## config.mk

```make
export PLATFORM = sky130hd
export DESIGN_NAME = mochila_obi_xbar
export DESIGN_NICKNAME = d
export VERILOG_FILES = /design/src/rtl/mochila_xbar_pkg.sv /design/src/rtl/mochila_rr_arbiter.sv /design/src/rtl/mochila_obi_xbar.sv
export SDC_FILE = /design/constraint.sdc
export NUM_CORES = 1
export LEC_CHECK = 0
export ABC_AREA = 0
export BUFFER_PORTS_ARGS = -buffer_cell sky130_fd_sc_hd__buf_2
export CAP_MARGIN = 15
export CORE_AREA = 2 2 241 243
export DETAILED_ROUTE_END_ITERATION = 12
export DIE_AREA = 0 0 243 245
export HOLD_SLACK_MARGIN = 0.1
export PLACE_DENSITY = 0.43
export RECOVER_POWER = 25
export SKIP_CTS_REPAIR_TIMING = 1
export SYNTH_ARGS = -nofsm -noshare
export SYNTH_HDL_FRONTEND = slang
export SYNTH_SLANG_ARGS = --single-unit
```

## constraint.sdc

```tcl
create_clock -name clk_i -period 16.45 [get_ports clk_i]
set_input_delay 4.935 -clock clk_i [delete_from_list [all_inputs] [get_ports clk_i]]
set_output_delay 4.935 -clock clk_i [all_outputs]
set_load 0.02 [all_outputs]
```

## src/rtl/mochila_xbar_pkg.sv

```systemverilog
// Shared types and helpers for the mochila OBI crossbar: bus structs,
// address rules and index-width helpers.
package mochila_xbar_pkg;

  typedef struct packed {
    logic        req;
    logic        we;
    logic [3:0]  be;
    logic [31:0] addr;
    logic [31:0] wdata;
  } obi_req_t;

  typedef struct packed {
    logic        gnt;
    logic        rvalid;
    logic [31:0] rdata;
  } obi_resp_t;

  typedef struct packed {
    logic [31:0] base;
    logic [31:0] mask;
  } addr_rule_t;

  localparam logic [31:0] DEFAULT_ERR_RDATA = 32'hBADC_AB1E;

  // Width of an index into n items; never zero so one-entry cases still get a bit.
  function automatic int unsigned idx_width(input int unsigned n);
    return (n > 1) ? $clog2(n) : 1;
  endfunction

  // Width of a counter that must hold the value n itself.
  function automatic int unsigned cnt_width(input int unsigned n);
    return $clog2(n + 1);
  endfunction

  function automatic logic rule_hit(input addr_rule_t rule, input logic [31:0] addr);
    return (addr & rule.mask) == rule.base;
  endfunction

endpackage

```

## src/rtl/mochila_rr_arbiter.sv

```systemverilog
// Round-robin arbiter with a sticky selection: once a requester is shown and
// not yet acknowledged it stays selected while it keeps requesting.
module mochila_rr_arbiter
  import mochila_xbar_pkg::*;
#(
  parameter int unsigned N = 3
) (
  input  logic                     clk_i,
  input  logic                     rst_i,
  input  logic [N-1:0]             req_i,
  input  logic                     ack_i,
  output logic [N-1:0]             gnt_o,
  output logic [idx_width(N)-1:0]  idx_o,
  output logic                     valid_o
);

  localparam int unsigned IW = idx_width(N);

  logic [IW-1:0] ptr_reg, ptr_next;
  logic [IW-1:0] lock_idx_reg, lock_idx_next;
  logic          lock_reg, lock_next;

  // Descending scans leave the lowest matching index; the second scan
  // overrides with the lowest requester at or above the pointer.
  always_comb begin
    idx_o   = '0;
    valid_o = 1'b0;
    if (lock_reg && req_i[lock_idx_reg]) begin
      idx_o   = lock_idx_reg;
      valid_o = 1'b1;
    end else begin
      for (int i = N - 1; i >= 0; i--) begin
        if (req_i[i]) begin
          idx_o   = IW'(i);
          valid_o = 1'b1;
        end
      end
      for (int i = N - 1; i >= 0; i--) begin
        if (req_i[i] && (IW'(i) >= ptr_reg)) begin
          idx_o   = IW'(i);
          valid_o = 1'b1;
        end
      end
    end
  end

  for (genvar gi = 0; gi < N; gi++) begin : g_gnt
    assign gnt_o[gi] = valid_o && (idx_o == IW'(gi));
  end

  always_comb begin
    ptr_next      = ptr_reg;
    lock_next     = valid_o && !ack_i;
    lock_idx_next = idx_o;
    if (ack_i) begin
      ptr_next = (idx_o == IW'(N - 1)) ? '0 : idx_o + 1'b1;
    end
  end

  always_ff @(posedge clk_i) begin
    if (rst_i) begin
      ptr_reg      <= '0;
      lock_reg     <= 1'b0;
      lock_idx_reg <= '0;
    end else begin
      ptr_reg      <= ptr_next;
      lock_reg     <= lock_next;
      lock_idx_reg <= lock_idx_next;
    end
  end

endmodule

```

## src/rtl/mochila_obi_xbar.sv

```systemverilog
// N-master to N-slave OBI crossbar with per-target round-robin arbitration,
// in-order response routing through per-target ID FIFOs and a built-in error target.
module mochila_obi_xbar
  import mochila_xbar_pkg::*;
#(
  parameter int unsigned                N_MASTERS       = 3,
  parameter int unsigned                N_SLAVES        = 3,
  parameter int unsigned                MAX_OUTSTANDING = 2,
  parameter logic [N_SLAVES-1:0][31:0]  SLAVE_BASE      = {32'h2000_0000, 32'h1000_0000, 32'h0000_0000},
  parameter logic [N_SLAVES-1:0][31:0]  SLAVE_MASK      = {32'hF000_0000, 32'hFFFF_0000, 32'hFFFF_0000},
  parameter logic [31:0]                ERR_RDATA       = DEFAULT_ERR_RDATA
) (
  input  logic      clk_i,
  input  logic      rst_i,
  input  obi_req_t  master_req_i  [N_MASTERS],
  output obi_resp_t master_resp_o [N_MASTERS],
  output obi_req_t  slave_req_o   [N_SLAVES],
  input  obi_resp_t slave_resp_i  [N_SLAVES]
);

  localparam int unsigned NT      = N_SLAVES + 1;
  localparam int unsigned MW      = idx_width(N_MASTERS);
  localparam int unsigned TW      = idx_width(NT);
  localparam int unsigned PW      = idx_width(MAX_OUTSTANDING);
  localparam int unsigned FCW     = cnt_width(MAX_OUTSTANDING);
  localparam int unsigned CNT_MAX = N_SLAVES * MAX_OUTSTANDING;
  localparam int unsigned OCW     = cnt_width(CNT_MAX);
  localparam logic [TW-1:0] ERR_TGT = TW'(N_SLAVES);

  addr_rule_t           rules [N_SLAVES];
  logic [TW-1:0]        dec_tgt [N_MASTERS];
  logic [N_MASTERS-1:0] blocked;

  logic [N_MASTERS-1:0] arb_req [NT];
  logic [N_MASTERS-1:0] arb_gnt [NT];
  logic [MW-1:0]        arb_idx [NT];
  logic [MW-1:0]        fifo_head [NT];
  logic [31:0]          tgt_rdata [NT];
  logic [NT-1:0]        arb_valid, tgt_gnt, tgt_rvalid, can_push, fwd_req, hs, pop, fifo_empty;
  logic                 err_rvalid_reg;

  logic [OCW-1:0]       out_cnt_reg [N_MASTERS];
  logic [TW-1:0]        last_tgt_reg [N_MASTERS];
  logic [N_MASTERS-1:0] m_gnt, m_rvalid;
  logic [31:0]          m_rdata [N_MASTERS];

  for (genvar gi = 0; gi < N_SLAVES; gi++) begin : g_rule
    assign rules[gi] = '{base: SLAVE_BASE[gi], mask: SLAVE_MASK[gi]};
  end

  // Lowest-index region wins; a master with responses pending elsewhere is held back.
  always_comb begin
    for (int m = 0; m < N_MASTERS; m++) begin
      dec_tgt[m] = ERR_TGT;
      for (int s = N_SLAVES - 1; s >= 0; s--) begin
        if (rule_hit(rules[s], master_req_i[m].addr)) begin
          dec_tgt[m] = TW'(s);
        end
      end
      blocked[m] = (out_cnt_reg[m] != '0) && (dec_tgt[m] != last_tgt_reg[m]);
    end
  end

  always_comb begin
    for (int t = 0; t < NT; t++) begin
      for (int m = 0; m < N_MASTERS; m++) begin
        arb_req[t][m] = master_req_i[m].req && (dec_tgt[m] == TW'(t)) && !blocked[m];
      end
    end
  end

  for (genvar gi = 0; gi < NT; gi++) begin : g_tgt
    logic [MW-1:0]  mem_reg [MAX_OUTSTANDING];
    logic [PW-1:0]  wptr_reg, rptr_reg;
    logic [FCW-1:0] cnt_reg;
    logic           synced_reg;

    mochila_rr_arbiter #(.N(N_MASTERS)) u_arb (
      .clk_i   (clk_i),
      .rst_i   (rst_i),
      .req_i   (arb_req[gi]),
      .ack_i   (hs[gi]),
      .gnt_o   (arb_gnt[gi]),
      .idx_o   (arb_idx[gi]),
      .valid_o (arb_valid[gi])
    );

    assign fifo_empty[gi] = (cnt_reg == '0);
    assign fifo_head[gi]  = mem_reg[rptr_reg];
    assign pop[gi]        = tgt_rvalid[gi] && !fifo_empty[gi];
    // A response leaving this cycle frees a slot, so a full FIFO can still accept.
    assign can_push[gi]   = (cnt_reg != FCW'(MAX_OUTSTANDING)) || pop[gi];
    assign fwd_req[gi]    = arb_valid[gi] && can_push[gi];
    assign hs[gi]         = fwd_req[gi] && tgt_gnt[gi];

    always_ff @(posedge clk_i) begin
      if (hs[gi]) begin
        mem_reg[wptr_reg] <= arb_idx[gi];
      end
    end

    always_ff @(posedge clk_i) begin
      if (rst_i) begin
        wptr_reg   <= '0;
        rptr_reg   <= '0;
        cnt_reg    <= '0;
        synced_reg <= 1'b0;
      end else begin
        if (hs[gi]) begin
          wptr_reg   <= (wptr_reg == PW'(MAX_OUTSTANDING - 1)) ? '0 : wptr_reg + 1'b1;
          synced_reg <= 1'b1;
        end
        if (pop[gi]) begin
          rptr_reg <= (rptr_reg == PW'(MAX_OUTSTANDING - 1)) ? '0 : rptr_reg + 1'b1;
        end
        if (hs[gi] && !pop[gi]) begin
          cnt_reg <= cnt_reg + 1'b1;
        end else if (!hs[gi] && pop[gi]) begin
          cnt_reg <= cnt_reg - 1'b1;
        end
      end
    end

    if (gi < N_SLAVES) begin : g_slave
      assign tgt_gnt[gi]     = slave_resp_i[gi].gnt;
      assign tgt_rvalid[gi]  = slave_resp_i[gi].rvalid;
      assign tgt_rdata[gi]   = slave_resp_i[gi].rdata;
      assign slave_req_o[gi] = (!rst_i && fwd_req[gi]) ? master_req_i[arb_idx[gi]] : '0;

      // Stray responses are expected only while draining traffic that a reset orphaned.
      a_no_stray_rvalid : assert property (@(posedge clk_i) disable iff (rst_i)
        !(synced_reg && slave_resp_i[gi].rvalid && fifo_empty[gi]));
    end else begin : g_err
      assign tgt_gnt[gi]    = 1'b1;
      assign tgt_rvalid[gi] = err_rvalid_reg;
      assign tgt_rdata[gi]  = ERR_RDATA;

      always_ff @(posedge clk_i) begin
        if (rst_i) begin
          err_rvalid_reg <= 1'b0;
        end else begin
          err_rvalid_reg <= hs[gi];
        end
      end
    end
  end

  always_comb begin
    for (int m = 0; m < N_MASTERS; m++) begin
      m_gnt[m]    = 1'b0;
      m_rvalid[m] = 1'b0;
      m_rdata[m]  = '0;
    end
    for (int t = 0; t < NT; t++) begin
      for (int m = 0; m < N_MASTERS; m++) begin
        if (hs[t] && arb_gnt[t][m]) begin
          m_gnt[m] = 1'b1;
        end
        if (pop[t] && (fifo_head[t] == MW'(m))) begin
          m_rvalid[m] = 1'b1;
          m_rdata[m]  = tgt_rdata[t];
        end
      end
    end
  end

  for (genvar gi = 0; gi < N_MASTERS; gi++) begin : g_mresp
    assign master_resp_o[gi] = rst_i ? '0 : {m_gnt[gi], m_rvalid[gi], m_rdata[gi]};
  end

  always_ff @(posedge clk_i) begin
    if (rst_i) begin
      for (int m = 0; m < N_MASTERS; m++) begin
        out_cnt_reg[m]  <= '0;
        last_tgt_reg[m] <= '0;
      end
    end else begin
      for (int m = 0; m < N_MASTERS; m++) begin
        if (m_gnt[m]) begin
          last_tgt_reg[m] <= dec_tgt[m];
        end
        if (m_gnt[m] && !m_rvalid[m] && (out_cnt_reg[m] != OCW'(CNT_MAX))) begin
          out_cnt_reg[m] <= out_cnt_reg[m] + 1'b1;
        end else if (!m_gnt[m] && m_rvalid[m] && (out_cnt_reg[m] != '0)) begin
          out_cnt_reg[m] <= out_cnt_reg[m] - 1'b1;
        end
      end
    end
  end

endmodule

```

# Word level (Yosys, flattened, before mapping)
# Memories as Yosys holds them, arrays and structs flattened. A register that Yosys moved wholly into a read port is not among the register bits.
# Index checks and enable logic that the tools add are counted.
op_classes:
  bitwise_logic: 12
  n_mux: 201
  add_sub_neg: 26
  n_eq_ne: 41
  reduce_logical: 168
  order_cmp: 19
ops:
  columns: ["op", "n"]
  rows:
  - ["70-bit 2-to-1 mux", 9]
  - ["70-bit binary-select mux with 2-bit select", 3]
  - ["32-bit 2-to-1 mux", 12]
  - ["1-bit logical AND", 117]
  - ["1-bit 2-to-1 mux", 115]
  - ["34-bit 2-to-1 mux", 3]
  - ["2-bit 2-to-1 mux", 49]
  - ["32-bit logical NOT", 3]
  - ["16-bit by 13-bit == test with 1-bit output, second input constant", 3]
  - ["2-bit logical NOT", 15]
  - ["2-bit == test, second input constant", 14]
  - ["2-bit by 1-bit == test with 1-bit output, second input constant", 11]
  - ["1-bit logical NOT", 22]
  - ["3-bit 2-to-1 mux", 6]
  - ["2-bit by 1-bit adder with 2-bit output, second input constant", 8]
  - ["1-bit by 2-bit >= comparator with 1-bit output, first input constant", 8]
  - ["4-bit by 2-bit == test with 1-bit output, second input constant", 3]
  - ["2-bit by 3-bit < comparator with 1-bit output, second input constant", 4]
  - ["3-bit by 1-bit adder with 3-bit output, second input constant", 3]
  - ["3-bit >= comparator, second input constant", 3]
  - ["3-bit inequality test, second input constant", 3]
  - ["2-bit inverter with 3-bit output", 3]
  - ["1-bit bitwise OR", 9]
  - ["3-bit nonzero test", 3]
  - ["other kinds (9)", 38]
totals:
  ff_bits: 37
  elab_cells: 498
  inputBits: 314
  ram_bits: 31
  out_inout_bits: 312
  mem_count: 6
mem_list:
  columns: ["memory", "words", "width", "rd", "rd_clocked_by_memory_dff", "write_ports", "line_no", "rtl"]
  rows:
  - ["out_cnt_reg", 3, 3, 3, 0, 3, "mochila_obi_xbar.sv:42", "logic [OCW-1:0] out_cnt_reg [N_MASTERS];"]
  - ["last_tgt_reg", 3, 2, 3, 0, 3, "mochila_obi_xbar.sv:43", "logic [TW-1:0] last_tgt_reg [N_MASTERS];"]
  - ["g_tgt[0].mem_reg", 2, 2, 1, 1, 1, "mochila_obi_xbar.sv:73", "logic [MW-1:0] mem_reg [MAX_OUTSTANDING];"]
  - ["g_tgt[1].mem_reg", 2, 2, 1, 1, 1, "mochila_obi_xbar.sv:73", null]
  - ["g_tgt[2].mem_reg", 2, 2, 1, 1, 1, "mochila_obi_xbar.sv:73", null]
  - ["g_tgt[3].mem_reg", 2, 2, 1, 1, 1, "mochila_obi_xbar.sv:73", null]

# Depth between registers and ports, before layout
depth:
  depth_word: 30
  mapped_depth: 15
  ltp_nobuf: 14

# By module
# Synthesis repeated with hierarchy kept, for this count alone.
unflattened:
  cells_unflattened: 1726
  area_unflattened_um2: 11414.7
by_module_without_submodules:
  columns: ["mod", "area_per_inst_um2", "seq_area_each_um2", "n_inst", "cells_each"]
  rows:
  - ["mochila_obi_xbar", 9993.3, 1351.3, 1, 1570]
  - ["mochila_rr_arbiter", 355.3, 100.1, 4, 39]

# Least setup slack after synthesis
# No wires, ideal clock.
synth_path:
  path_type: "in2out"
  start: "input master_req_i[49] in the netlist's numbering"
  end: "output slave_req_o[184] in the netlist's numbering"
  slack_ns: 4.019
  required_ns: 11.515
  cell_stages: 8
  arrival_time_ns: 7.496
  path_cell_list: "or3_1 or4_1 nor4_4 nor3_1 nor3_2 clkbuf_1 o221ai_1 nor2_1"
synth_rtl:
  columns: ["item", "line_no", "rtl"]
  rows:
  - ["start, declared", "mochila_obi_xbar.sv:15", "input obi_req_t master_req_i [N_MASTERS],"]
  - ["end, declared", "mochila_obi_xbar.sv:17", "output obi_req_t slave_req_o [N_SLAVES],"]

==> key figures <==
Status
  – Status: complete, but fails checks
  – Violated checks: max-capacitance violations, max-slew violations

Pwr
  – Leak: 0.00648 uW
  – Pwr Density: 60.6 nW/um2
  – Max VDD drop: 0.0000498 V

Clock tree
  – Clk root buf: clkbuf_16
  – Clk pin slew, worst setup/hold paths: 0.05 ns
  – CTS tree: yes
  – CTS H-tree lvls: 3
  – Total CTS buffers: 9
  – CTS Sinks: 72
  – Clk buf depth: 2
  – Clk_lat worst skew: 0.34 ns

Setup path
  – Crit path cell chain: clkbuf_1 -> nor4_1 -> nand4_1 -> nor2_1 -> a22oi_1 -> o21ai_0 -> buf_4 -> o221ai_1 -> nor2_1 -> buf_2
  – Crit Path Class: primary input to output port
  – Crit-path leading delay family: compound AO/OA/AOI/OAI gates
  – Crit-path max cell delay: 1.67 ns
  – Worst EP required: 11.51 ns
  – Cell repeated most along the worst path: nor2_1
  – FF-to-FF setup slack: 10.70 ns
  – R2R cell count: 10
  – Crit start category: primary input
  – CP max FO: 44
  – Crit end category: output port
  – CP Buf/Inv Count: 3
  – Critical path's slowest cell: o21ai_0
  – CP Launch Point: master_req_i[120]
  – R2R Path Start: out_cnt_reg[0][2]
  – CP Data Arrival Time: 9.99 ns
  – R2r endpoint: out_cnt_reg[2][1]

Route
  – Residual DRC: 0
  – WL/cell: 22.4 um
  – Drt first-iter violations: 1144
  – Routed Antenna Nets: 0
  – First-pass detailed-route iteration total: 7
  – Vias per cell: 5.10
  – Routed wire length: 61.2 mm
  – Vias after detailed routing: 13900

GRT
  – Vias in the first global route: 13200
  – Initial antenna violation count: 6
  – First-pass GRT wire length: 88.0 mm
  – Largest net degree at the start of global routing: 135
  – Overall routing resource usage: 19.1%
  – GRT overflow: 0

Synth
  – Post-synth cell types: 82
  – FFs w/ async S/R, synth: 0%
  – Post-Syn Area: 9960 um2
  – Synth Instances: 1453
  – Register area share after synthesis: 17.6%
  – Syn avg cell area: 6.85 um2
  – Dominant synthesized flop cell: dfxtp_1
  – FF+latch count, synth: 72
  – EDFF count, synth: 31
  – Synth warn: 0

Place
  – Post-DP HPWL: 47.8 mm
  – DP Cell Count: 2709
  – PortBufs: 591
  – Dpl ws: 2.94 ns
  – Routability cong.: 0.936

STA
  – Worst slew margin: -135%
  – Final Max Slew Viols: 123
  – Final Worst Setup Slack: 1.52 ns
  – Worst-Margin Slew: 3.53 ns
  – Setup Viol. Count Final: 0
  – Final setup skew: 0.00741 ns
  – Tmin final: 14.93 ns
  – Max Freq: 67.0 MHz
  – Min Hold Slack: 0.477 ns
  – RSZ-0062 raised after global routing: false
  – Crit share post-route: 90.8%
  – Fin. Hold Viols: 0
  – Final setup TNS: 0 ns

Die
  – Die width: 243 um
  – Starting density of the core: 17.5%
  – Ports: 626
  – Die height: 245 um
  – Core area: 57000 um2
  – Row cnt: 88
  – Die ar.: 59500 um2

Min path
  – Worst hold path endpoint: g_tgt[1].u_arb.ptr_reg[1]
  – Worst Hold Class: flip-flop to flip-flop
  – Hold path cells: 2
  – HP Start: g_tgt[1].u_arb.ptr_reg[1]

Final layout
  – Inserted Diodes: 0
  – Fraction of layout cells with a size suffix above 1: 34.2%
  – Most common cell after layout, fill and taps aside: buf_2
  – Final cell count without fillers: 2727
  – Most frequent cells in the layout: buf_2 (587), nor2_1 (389), o221ai_1 (108)
  – Final nets: 2281
  – Multi-input logic area: 7470 um2
  – Largest register FFs: 16
  – FILL cells: 6570
  – Layout area overhead: 38.9%
  – Register area: 1750 um2

Run
  – Max-cap violation count: 3
final cells by class:
cell class                      count  share of cell area [%]
Sequential cell                    72                    12.7
Clock buffer                       11                    1.91
Tap cell                          765                    6.92
Clock inverter                      5                   0.434
Multi-Input combinational cell   1218                    54.0
Timing Repair Buffer              616                    23.0
Inverter                           40                    1.09
power breakdown:
| group | switching (uW) | internal (uW) | leakage, uW |
|---|---|---|---|
| clock network | 79.1 | 131 | 0.000157 |
| logic | 241 | 138 | 0.00568 |
| registers | 27.3 | 222 | 0.000643 |
logic make-up (layout without fill, tap and decap cells):
group | after synthesis | in the layout | share of synthesized area (%)
flip-flops | 72 | 72 | 17.6
other | 1 | 34 | 0.0377
multiplexers | 66 | 66 | 6.64
adder cells (fa/ha/maj) | 10 | 10 | 1.41
XOR/XNOR | 23 | 23 | 2.10
buffers and inverters | 196 | 672 | 8.77
AND/OR/NAND/NOR | 647 | 647 | 28.7
AO/OA/AOI/OAI | 438 | 438 | 34.8
worst reg2reg max path: cells and delay by family (launching register included):
family | cells | cell delay [ns]
flops | 1 | 0.46
simple gates | 3 | 0.87
compound gates | 7 | 4.13
how the worst max path moves through the flow:
| stage | to | slack, ns | depth (start not counted) |
|---|---|---|---|
| after detailed placement | slave_req_o[92] | 2.94 | 13 |
| after global routing | slave_req_o[94] | 1.36 | 10 |
| after CTS | slave_req_o[70] | 2.92 | 11 |
| after global placement | slave_req_o[92] | 3.00 | 13 |
| final | slave_req_o[94] | 1.52 | 10 |
| after floorplan | slave_req_o[184] | 4.02 | 8 |
layer usage:
| layer | up-vias | wire length (um) | GRT usage (%) |
|---|---|---|---|
| met5 | - | 41 | 0 |
| met4 | 6 | 2430 | 7.70 |
| met3 | 78 | 3590 | 2.24 |
| met2 | 695 | 30200 | 34.0 |
| met1 | 6706 | 24900 | 23.3 |
| li1 | 6434 | - | - |
synthesized netlist by cell type (18+ instances only):
library cell	n	share of area [%]
nor3_1	22	1.1
o221ai_1	108	9.5
a211oi_1	67	5.1
nor2b_1	20	1.3
nor2_1	401	15
o21ai_0	18	0.90
clkbuf_1	104	3.9
inv_1	38	1.4
nand2_1	101	3.8
buf_4	34	2.6
a221oi_1	58	5.1
edfxtp_1	31	9.4
dfxtp_1	41	8.2
a222oi_1	39	3.9
a21oi_1	81	4.1
mux2i_1	66	6.6
per-stage QoR:
| step | instance area [um2] | total power, uW | utilization [%] |
|---|---|---|---|
| 2_1_floorplan | 10100 | 482 | - |
| 3_3_place_gp | 13500 | 631 | 23.8 |
| 3_5_place_dp | 13600 | 638 | 23.8 |
| 4_1_cts | 13900 | 852 | 24.3 |
| 5_1_grt | 13800 | 893 | 24.2 |
| 6_report | 13800 | 839 | 24.2 |
(Power assumes the default switching activity.)
